## config.mk

```make
export PLATFORM = sky130hd
export DESIGN_NAME = servo_btn_ctrl
export DESIGN_NICKNAME = d
export VERILOG_FILES = /design/src/rtl/servo_btn_ctrl.sv
export SDC_FILE = /design/constraint.sdc
export NUM_CORES = 1
export LEC_CHECK = 0
export BUFFER_PORTS_ARGS = -buffer_cell sky130_fd_sc_hd__buf_2
export CORE_UTILIZATION = 30
export DETAILED_ROUTE_END_ITERATION = 12
export MAX_ROUTING_LAYER = met4
export PLACE_DENSITY = 0.52
export SKIP_LAST_GASP = 1
export SLEW_MARGIN = 5
export SYNTH_ARGS = -nofsm -noshare
export SYNTH_HDL_FRONTEND = slang
export SYNTH_SLANG_ARGS = --single-unit
```

## constraint.sdc

```tcl
create_clock -name clk -period 3.15 [get_ports clk]
set_input_delay 0.1575 -clock clk [delete_from_list [all_inputs] [get_ports clk]]
set_output_delay 0.1575 -clock clk [all_outputs]
set_load 0.03 [all_outputs]
```

## src/rtl/servo_btn_ctrl.sv

```systemverilog
// servo_btn_ctrl: button-driven servo pulse-width controller.
// Debounced inc/dec/centre buttons adjust a pulse width in microseconds
// with saturation at PW_MIN/PW_MAX. Optional press-and-hold auto-repeat
// is compiled in when the macro SERVO_BTN_REPEAT_EN is defined; without it
// every inc/dec edge yields exactly one step and no ms timing exists.
// fsm_state exposes the controller state (0=IDLE, 1=HOLD, 2=REPEAT).
module servo_btn_ctrl #(
    parameter int CLK_FREQ = 12_000_000,
    parameter int STEP_US  = 10,
    parameter int HOLD_MS  = 500,
    parameter int RPT_MS   = 100,
    parameter int PW_MIN   = 500,
    parameter int PW_MID   = 1500,
    parameter int PW_MAX   = 2500
) (
    input  logic        clk,
    input  logic        rst,
    input  logic [2:0]  btn_deb,
    output logic [11:0] pulse_us,
    output logic        step_stb,
    output logic        at_min,
    output logic        at_max,
    output logic [1:0]  fsm_state
);

    localparam logic [12:0] STEP13 = 13'(STEP_US);
    localparam logic [12:0] MIN13  = 13'(PW_MIN);
    localparam logic [12:0] MAX13  = 13'(PW_MAX);
    localparam logic [11:0] MID12  = 12'(PW_MID);

    logic [2:0]  btn_prev;
    logic [2:0]  rise;
    logic [11:0] pulse_nxt;

    assign rise   = btn_deb & ~btn_prev;
    assign at_min = (pulse_us == 12'(PW_MIN));
    assign at_max = (pulse_us == 12'(PW_MAX));

    // One saturating step; 13-bit math so neither direction can wrap.
    function automatic logic [11:0] step_value(input logic [11:0] cur, input logic dec);
        logic [12:0] cur13;
        logic [12:0] res;
        cur13 = {1'b0, cur};
        if (dec) begin
            if (cur13 < MIN13 + STEP13) res = MIN13;
            else                        res = cur13 - STEP13;
        end else begin
            if (cur13 + STEP13 > MAX13) res = MAX13;
            else                        res = cur13 + STEP13;
        end
        return res[11:0];
    endfunction

`ifdef SERVO_BTN_REPEAT_EN
    localparam int CYC_PER_MS = (CLK_FREQ / 1000 < 2) ? 2 : CLK_FREQ / 1000;
    localparam int CYC_W      = $clog2(CYC_PER_MS);
    localparam int MS_MAX     = (HOLD_MS > RPT_MS) ? HOLD_MS : RPT_MS;
    localparam int MS_W       = (MS_MAX < 2) ? 1 : $clog2(MS_MAX + 1);

    typedef enum logic [1:0] {
        IDLE   = 2'd0,
        HOLD   = 2'd1,
        REPEAT = 2'd2
    } state_t;

    state_t           state, state_nxt;
    logic             dir, dir_nxt;        // 0 = inc active, 1 = dec active
    logic [CYC_W-1:0] cyc_cnt, cyc_nxt;
    logic [MS_W-1:0]  ms_cnt, ms_nxt;
    logic             tick;
    logic             active_btn;
    logic             other_btn;
    logic [MS_W-1:0]  ms_limit;

    assign tick       = (cyc_cnt == CYC_W'(CYC_PER_MS - 1));
    assign active_btn = dir ? btn_deb[1] : btn_deb[0];
    assign other_btn  = dir ? btn_deb[0] : btn_deb[1];
    assign ms_limit   = (state == HOLD) ? MS_W'(HOLD_MS - 1) : MS_W'(RPT_MS - 1);
    assign fsm_state  = state;

    // Next-state, ms timing and next pulse width.
    always_comb begin
        state_nxt = state;
        dir_nxt   = dir;
        cyc_nxt   = cyc_cnt;
        ms_nxt    = ms_cnt;
        pulse_nxt = pulse_us;
        case (state)
            IDLE: begin
                if (rise[2]) begin
                    pulse_nxt = MID12;
                end else if (rise[0] && !btn_deb[1]) begin
                    pulse_nxt = step_value(pulse_us, 1'b0);
                    dir_nxt   = 1'b0;
                    cyc_nxt   = '0;
                    ms_nxt    = '0;
                    state_nxt = HOLD;
                end else if (rise[1] && !btn_deb[0]) begin
                    pulse_nxt = step_value(pulse_us, 1'b1);
                    dir_nxt   = 1'b1;
                    cyc_nxt   = '0;
                    ms_nxt    = '0;
                    state_nxt = HOLD;
                end
            end
            HOLD, REPEAT: begin
                if (btn_deb[2] || !active_btn || other_btn) begin
                    state_nxt = IDLE;
                    cyc_nxt   = '0;
                    ms_nxt    = '0;
                end else begin
                    cyc_nxt = tick ? '0 : cyc_cnt + 1'b1;
                    if (tick) begin
                        if (ms_cnt == ms_limit) begin
                            pulse_nxt = step_value(pulse_us, dir);
                            ms_nxt    = '0;
                            state_nxt = REPEAT;
                        end else begin
                            ms_nxt = ms_cnt + 1'b1;
                        end
                    end
                end
            end
            default: begin
                state_nxt = IDLE;
            end
        endcase
    end

    // FSM state, active direction and ms counters.
    always_ff @(posedge clk) begin
        if (rst) begin
            state   <= IDLE;
            dir     <= 1'b0;
            cyc_cnt <= '0;
            ms_cnt  <= '0;
        end else begin
            state   <= state_nxt;
            dir     <= dir_nxt;
            cyc_cnt <= cyc_nxt;
            ms_cnt  <= ms_nxt;
        end
    end
`else
    assign fsm_state = 2'd0;

    // Edge-only stepping: centre wins, simultaneous inc+dec is ignored.
    always_comb begin
        pulse_nxt = pulse_us;
        if (rise[2])                      pulse_nxt = MID12;
        else if (rise[0] && !btn_deb[1])  pulse_nxt = step_value(pulse_us, 1'b0);
        else if (rise[1] && !btn_deb[0])  pulse_nxt = step_value(pulse_us, 1'b1);
    end
`endif

    // Button history, pulse width register and change strobe.
    always_ff @(posedge clk) begin
        if (rst) begin
            btn_prev <= 3'b000;
            pulse_us <= MID12;
            step_stb <= 1'b0;
        end else begin
            btn_prev <= btn_deb;
            pulse_us <= pulse_nxt;
            step_stb <= (pulse_nxt != pulse_us);
        end
    end

endmodule

```

==> results of run 1 <==
[cells in the mapped netlist (all sizes together) (3+ instances only)]
cell type  number
o21ai          10
nand4           3
nand2b          4
a211oi          7
a311oi          4
dfxtp          16
nand3           8
buf            13
a41oi           3
or3b            3
nand2          15
xnor2           5
nor4            7
a21oi          11
and3            3
a31oi           6
o21a            3
clkbuf          6
nor2b           6
nor2           12
and2            3
nor3           14
xor2            5
inv             7
[flip-flops by register name, indices dropped and copies added, names as in the netlist]
signal	cells
pulse_us	12
btn_prev	3
step_stb	1
[power groups by stage]
stage | logic [mW] | registers [mW] | clock network [mW]
6_report | 0.158 | 0.227 | 0.167
5_1_grt | 0.171 | 0.228 | 0.177
4_1_cts | 0.155 | 0.226 | 0.170
3_5_place_dp | 0.155 | 0.231 | 0
3_3_place_gp | 0.158 | 0.231 | 0
2_1_floorplan | 0.114 | 0.233 | 0
[how the worst max path moves through the flow]
stage / slack (ns) / depth (start not counted) / endpoint
CTS: 0.19 / 9 / step_stb
global placement: 0.35 / 9 / step_stb
floorplan: 0.44 / 10 / step_stb
detailed placement: 0.22 / 9 / step_stb
global route: 0.03 / 9 / step_stb
finish: 0.22 / 9 / step_stb
[worst reg2reg max path: stages, from the launching register on]
cell and delay, ns:
sky130_fd_sc_hd__dfxtp_1 0.54, sky130_fd_sc_hd__inv_1 0.17, sky130_fd_sc_hd__ha_1 0.40, sky130_fd_sc_hd__a21oi_1 0.11
sky130_fd_sc_hd__a311oi_1 0.47, sky130_fd_sc_hd__o311ai_2 0.17, sky130_fd_sc_hd__nand2_1 0.14, sky130_fd_sc_hd__mux2_2 0.33
sky130_fd_sc_hd__a221oi_1 0.31, sky130_fd_sc_hd__a41oi_1 0.16
[area by class of cell]
type / instances / area (µm²)
timing repair buffer: 28 / 163
inverter: 7 / 26.3
fill: 541 / 3120
tap: 67 / 83.8
clock buffer: 3 / 41.3
multi-input combinational: 169 / 1120
sequential: 16 / 322
[metal layers]
layer | part of all wire | up-vias | track usage
met1 | 0.42 | 822 | 0.276
li1 | - | 819 | -
met5 | 0 | - | -
met4 | 0.028 | 0 | 0.0818
met2 | 0.45 | 128 | 0.294
met3 | 0.099 | 19 | 0.0366
[cells by family (layout without fill, tap and decap cells)]
kind of cell / after synthesis / in the layout
AND/OR/NAND/NOR: 87 / 87
AO/OA/AOI/OAI: 65 / 65
buffers and inverters: 26 / 38
flip-flops: 16 / 16
XOR/XNOR: 10 / 10
multiplexers: 3 / 3
adder cells (fa/ha/maj): 2 / 2
other: 1 / 2
==> impl_metrics.py, run 1 <==
metrics = {
    "logic_synthesis": {
        "synth_edf_count": 0,
        "asyncSetResetFlopFracSynth": 0,
        "synth_top_family_by_area": "compound AO/OA/AOI/OAI gates",
        "synth.cell_area_um2": 1570,
        "synth-compound-area-share": 0.320,
        "synth-simple-area-share": 0.297,
        "synth_area_leaders": "sky130_fd_sc_hd__dfxtp_1, sky130_fd_sc_hd__nor3_1, sky130_fd_sc_hd__nand2_1",
        "synthDominantAreaCellType": "sky130_fd_sc_hd__dfxtp_1",
        "post_synth_num_cell_types": 59,
        "synth_top_cell_area_share": 0.204,
        "ys_ff_latch": 16,
        "post_synth_xor_area_fraction": 0.0557,
        "post_synth_mux_area_share": 0.0199,
        "ys.flop_type": "sky130_fd_sc_hd__dfxtp_1",
        "synth-adder-area-share": 0.0159,
        "ys_seq_area_frac": 0.204,
        "synthesis.area_per_instance_um2": 7.48,
        "syn_inst": 210,
        "synthesis.yosys.warnings": 0,
    },
    "hold_path": {
        "min_from": "btn_deb[2]",
        "hold_path_end": "btn_prev[2]",
        "hold_depth": 2,
        "hold_path.class": "in2reg",
    },
    "clocking": {
        "clock_tree_from_tritoncts": "done",
        "cts_buffers": 3,
        "clk_transition_reported_paths_ns": 0.07,
        "clkSinkCount": 16,
        "cts-root-to-sink-buffers": 2,
        "buffers_inserted_by_post_cts_timing_repair": 0,
        "clockRootBuffer": "sky130_fd_sc_hd__clkbuf_8",
        "cts.htree.levels": 1,
        "cts_hold_buf": 0,
        "clk_latency_ns": 0.26,
        "post_cts_resized": 0,
    },
    "placed_design": {
        "detailed_place.area_um2": 1710,
        "post-place-cells": 287,
        "routabilityCongestion": 0.935,
        "dp.final_hpwl_um": 3680,
        "pre_cts_slack_ns": 0.221,
        "io_buffer_count": 19,
    },
    "setup_path": {
        "r2r-start": "pulse_us[2]",
        "worstSetupStartpoint": "pulse_us[2]",
        "setup.reg_to_reg.worst_slack_ns": 0.22,
        "r2r.worst_path.cells": 9,
        "regToRegEndpoint": "step_stb",
        "slowest_stage": "sky130_fd_sc_hd__dfxtp_1",
        "timing.critical_path.from_type": "flip-flop",
        "timing_worst_setup_path_type": "reg2reg",
        "timing.critical_path.cells": "inv_1, ha_1, a21oi_1, a311oi_1, o311ai_2, nand2_1, mux2_2, a221oi_1, a41oi_1",
        "timing.critical_path.fanout_max": 11,
        "worst_ep_required_time_ns": 3.28,
        "critical_path_arrival_ns": 3.06,
        "count_of_buffering_cells_on_the_critical_path_with_inverters_included": 1,
        "slowest_delay_ns": 0.54,
        "end_kind": "flip-flop",
        "critical-path-top-delay-family": "compound AO/OA/AOI/OAI gates",
    },
    "floorplan": {
        "die_height_um": 74.4,
        "pin_count": 22,
        "core_rows": 25,
        "design.die.area_um2": 5530,
        "core_area_um2": 4880,
        "die_width_um": 74.4,
        "initial_utilization": 0.322,
    },
    "sta": {
        "rsz0062_at_grt": "no",
        "clock-skew-final_ns": 0.00529,
        "final-max-slew-violation-count": 0,
        "fin_worst_hold_slack_ns": 0.145,
        "finalSetupTns_ns": 0,
        "clock.fmax_mhz": 341,
        "setup_slack_ns": 0.222,
        "report.final.setup_viol": 0,
        "final_period_minus_worst_setup_slack_ns": 2.93,
        "fin_crit_sh": 0.930,
        "max_slew.worst_pin.slew_ns": 0.663,
        "hold_viol": 0,
        "max_slew_margin": 0.554,
    },
    "power": {
        "power_per_cell_area_nw_per_um2": 314,
        "design_power_total_mw": 0.553,
        "sequentialPowerShare": 0.410,
        "worst_supply_voltage_drop_on_vdd_v": 0.000110,
        "p_comb_frac": 0.287,
        "p_leak_nw": 0.655,
        "power.switching_fraction": 0.361,
        "switchingPower_mw": 0.199,
        "internal-power_mw": 0.353,
        "clkPwrFrac": 0.303,
    },
    "cells_and_area": {
        "syn_to_final_growth_pct": 12.0,
        "n_antenna_cell": 0,
        "final_net_count": 232,
        "mostFrequentLayoutCell": "sky130_fd_sc_hd__buf_2",
        "final_cell_area_um2": 1760,
        "final_core_util": 0.361,
        "mostFrequentLayoutCells": "sky130_fd_sc_hd__buf_2, sky130_fd_sc_hd__nand2_1, sky130_fd_sc_hd__dfxtp_1",
        "final_cell_count_no_fill": 290,
        "layout-drive-gt1-share": 0.202,
    },
    "grt": {
        "grt_pass1_vias": 1562,
        "grt_first_pass_wirelength_um": 8160,
        "grt_antenna_before_repair": 0,
        "grt.total_usage": 0.203,
        "largest_net_degree_at_the_start_of_global_routing": 15,
        "globalRouteOverflowTotal": 0,
    },
    "detailed_routing": {
        "detailroute.via_count": 1788,
        "route.detailed.vias_per_inst": 6.17,
        "detail_route.wirelength_um": 5070,
        "dr.pass1.iters": 6,
        "drtAntennaViolNets": 0,
        "drt-wirelength-per-cell_um": 17.5,
        "remaining_drc_errors": 0,
        "drt_iter0_markers": 261,
    },
    "job": {
        "drv.max_cap_violation_count": 0,
    },
    "outcome": {
        "status": "finished, final reports clean",
    },
}
No activity file was read; power rests on OpenSTA's default activity.
==> run 2: changes to the inputs <==
--- a/config.mk
+++ b/config.mk
@@ -10,6 +10,7 @@
 export DETAILED_ROUTE_END_ITERATION = 12
 export MAX_ROUTING_LAYER = met4
 export PLACE_DENSITY = 0.52
+export REMOVE_ABC_BUFFERS = 1
 export SKIP_LAST_GASP = 1
 export SLEW_MARGIN = 5
 export SYNTH_ARGS = -nofsm -noshare
==> run 2 against run 1 <==
  * Worst hold slack worse by 0.0038 ns
  * Register-to-register slack gained 0.06 ns
  * Clock power is essentially flat
  * Critical endpoint unchanged
  * Largest cell class unchanged
  * Routed wire length rose by 1.6%
  * Final area increased by 1.4%
  * Via count shrank 2.7%
  * Power rose by 0.57%
  * Die area stayed put
  * Largest power group unchanged
  * Maximum frequency is 2.2% higher
  * Highest routed layer unchanged
  * Clock skew barely moved
  * Non-clock buffer count is 4 higher
==> impl_metrics.py, run 2 (synthesis results as in run 1) <==
metrics = {
    "power": {
        "p_comb_frac": 0.299,
        "internal-power_mw": 0.356,
        "p_leak_nw": 0.675,
        "sequentialPowerShare": 0.403,
        "worst_supply_voltage_drop_on_vdd_v": 0.000140,
        "power_per_cell_area_nw_per_um2": 311,
        "power.switching_fraction": 0.360,
        "switchingPower_mw": 0.200,
        "clkPwrFrac": 0.298,
    },
    "detailed_routing": {
        "drtAntennaViolNets": 0,
        "detailroute.via_count": 1740,
        "drt_iter0_markers": 205,
        "remaining_drc_errors": 0,
        "detail_route.wirelength_um": 5150,
        "dr.pass1.iters": 4,
        "drt-wirelength-per-cell_um": 17.5,
        "route.detailed.vias_per_inst": 5.92,
    },
    "clocking": {
        "clk_transition_reported_paths_ns": 0.07,
        "clockRootBuffer": "sky130_fd_sc_hd__clkbuf_8",
        "clk_latency_ns": 0.26,
        "post_cts_resized": 0,
        "buffers_inserted_by_post_cts_timing_repair": 0,
        "clkSinkCount": 16,
        "cts_hold_buf": 0,
        "cts-root-to-sink-buffers": 2,
        "cts_buffers": 3,
        "clock_tree_from_tritoncts": "done",
        "cts.htree.levels": 1,
    },
    "sta": {
        "clock-skew-final_ns": 0.00567,
        "finalSetupTns_ns": 0,
        "fin_crit_sh": 0.910,
        "report.final.setup_viol": 0,
        "max_slew.worst_pin.slew_ns": 0.593,
        "final_period_minus_worst_setup_slack_ns": 2.87,
        "clock.fmax_mhz": 349,
        "rsz0062_at_grt": "no",
        "setup_slack_ns": 0.284,
        "hold_viol": 0,
        "final-max-slew-violation-count": 0,
        "max_slew_margin": 0.601,
    },
    "placed_design": {
        "pre_cts_slack_ns": 0.361,
        "routabilityCongestion": 0.895,
        "dp.final_hpwl_um": 3910,
        "io_buffer_count": 19,
    },
    "hold_path": {
        "hold_depth": 2,
        "hold_path.class": "in2reg",
        "min_from": "btn_deb[2]",
    },
    "setup_path": {
        "end_kind": "flip-flop",
        "worstSetupStartpoint": "pulse_us[1]",
        "r2r-start": "pulse_us[1]",
        "worst_ep_required_time_ns": 3.28,
        "r2r.worst_path.cells": 9,
        "timing.critical_path.fanout_max": 7,
        "critical_path_arrival_ns": 2.99,
        "timing_worst_setup_path_type": "reg2reg",
        "timing.critical_path.from_type": "flip-flop",
    },
    "grt": {
        "grt_pass1_vias": 1515,
        "largest_net_degree_at_the_start_of_global_routing": 15,
        "grt_first_pass_wirelength_um": 8200,
        "grt.total_usage": 0.205,
        "grt_antenna_before_repair": 0,
        "globalRouteOverflowTotal": 0,
    },
    "outcome": {
        "status": "finished, final reports clean",
    },
    "floorplan": {
        "pin_count": 22,
        "design.die.area_um2": 5530,
        "core_area_um2": 4880,
        "core_rows": 25,
        "die_width_um": 74.4,
        "die_height_um": 74.4,
        "initial_utilization": 0.322,
    },
    "cells_and_area": {
        "mostFrequentLayoutCell": "sky130_fd_sc_hd__buf_2",
        "syn_to_final_growth_pct": 13.6,
        "layout-drive-gt1-share": 0.207,
        "final_net_count": 236,
        "largest_register_ffs": 12,
        "biggestRegsByFlops": "pulse_us: 12 flops, btn_prev: 3 flops, step_stb: 1 flops",
        "n_antenna_cell": 0,
        "regMostFlops": "pulse_us",
        "final_core_util": 0.366,
        "mostFrequentLayoutCells": "sky130_fd_sc_hd__buf_2, sky130_fd_sc_hd__dfxtp_1, sky130_fd_sc_hd__nand2_1",
    },
    "job": {
        "drv.max_cap_violation_count": 0,
    },
}
## run 2: power by group through the flow
stage	registers (mW)	logic, mW	clock network (mW)
4_1_cts	0.224	0.163	0.171
2_1_floorplan	0.243	0.0920	0
3_5_place_dp	0.229	0.163	0
6_report	0.224	0.166	0.166
5_1_grt	0.226	0.180	0.181
3_3_place_gp	0.229	0.165	0
## run 2: layer usage
layer | up-vias | track usage | share of wire
met1 | 826 | 0.299 | 0.47
li1 | 823 | - | -
met3 | 14 | 0.0217 | 0.061
met4 | 0 | 0.0713 | 0.025
met5 | - | - | 0
met2 | 77 | 0.287 | 0.45
## run 2: through the flow
stage	power (mW)	hold WS, ns	cell area (µm²)	std cells
CTS	0.558	0.138	1790	294
finish	0.556	0.141	1790	294
floorplan	0.335	0.229	1470	192
detailed placement	0.391	0.402	1740	291
global placement	0.394	0.394	1740	291
global route	0.587	0.171	1790	294
## run 2: worst max-delay path: stages, from the launching register on
cell	delay [ns]
sky130_fd_sc_hd__dfxtp_1	0.46
sky130_fd_sc_hd__ha_1	0.36
sky130_fd_sc_hd__o211a_1	0.22
sky130_fd_sc_hd__a41oi_1	0.15
sky130_fd_sc_hd__a21oi_1	0.41
sky130_fd_sc_hd__o311ai_2	0.24
sky130_fd_sc_hd__nand2_1	0.14
sky130_fd_sc_hd__mux2_2	0.35
sky130_fd_sc_hd__a221oi_1	0.26
sky130_fd_sc_hd__a41oi_1	0.15
## run 2: worst paths after layout
kind | to | slack (ns)
max | step_stb | 0.28
min | btn_prev[2] | 0.14
max reg2reg | step_stb | 0.28
min reg2reg | pulse_us[0] | 0.54
## run 2: cell type report
class,instances,area (µm²)
fillers,556,3090
multi-input cells,169,1120
flip-flops and latches,16,320
repair buffers,32,193
well taps,67,83.8
clock buffers,3,41.3
inverters,7,26.3
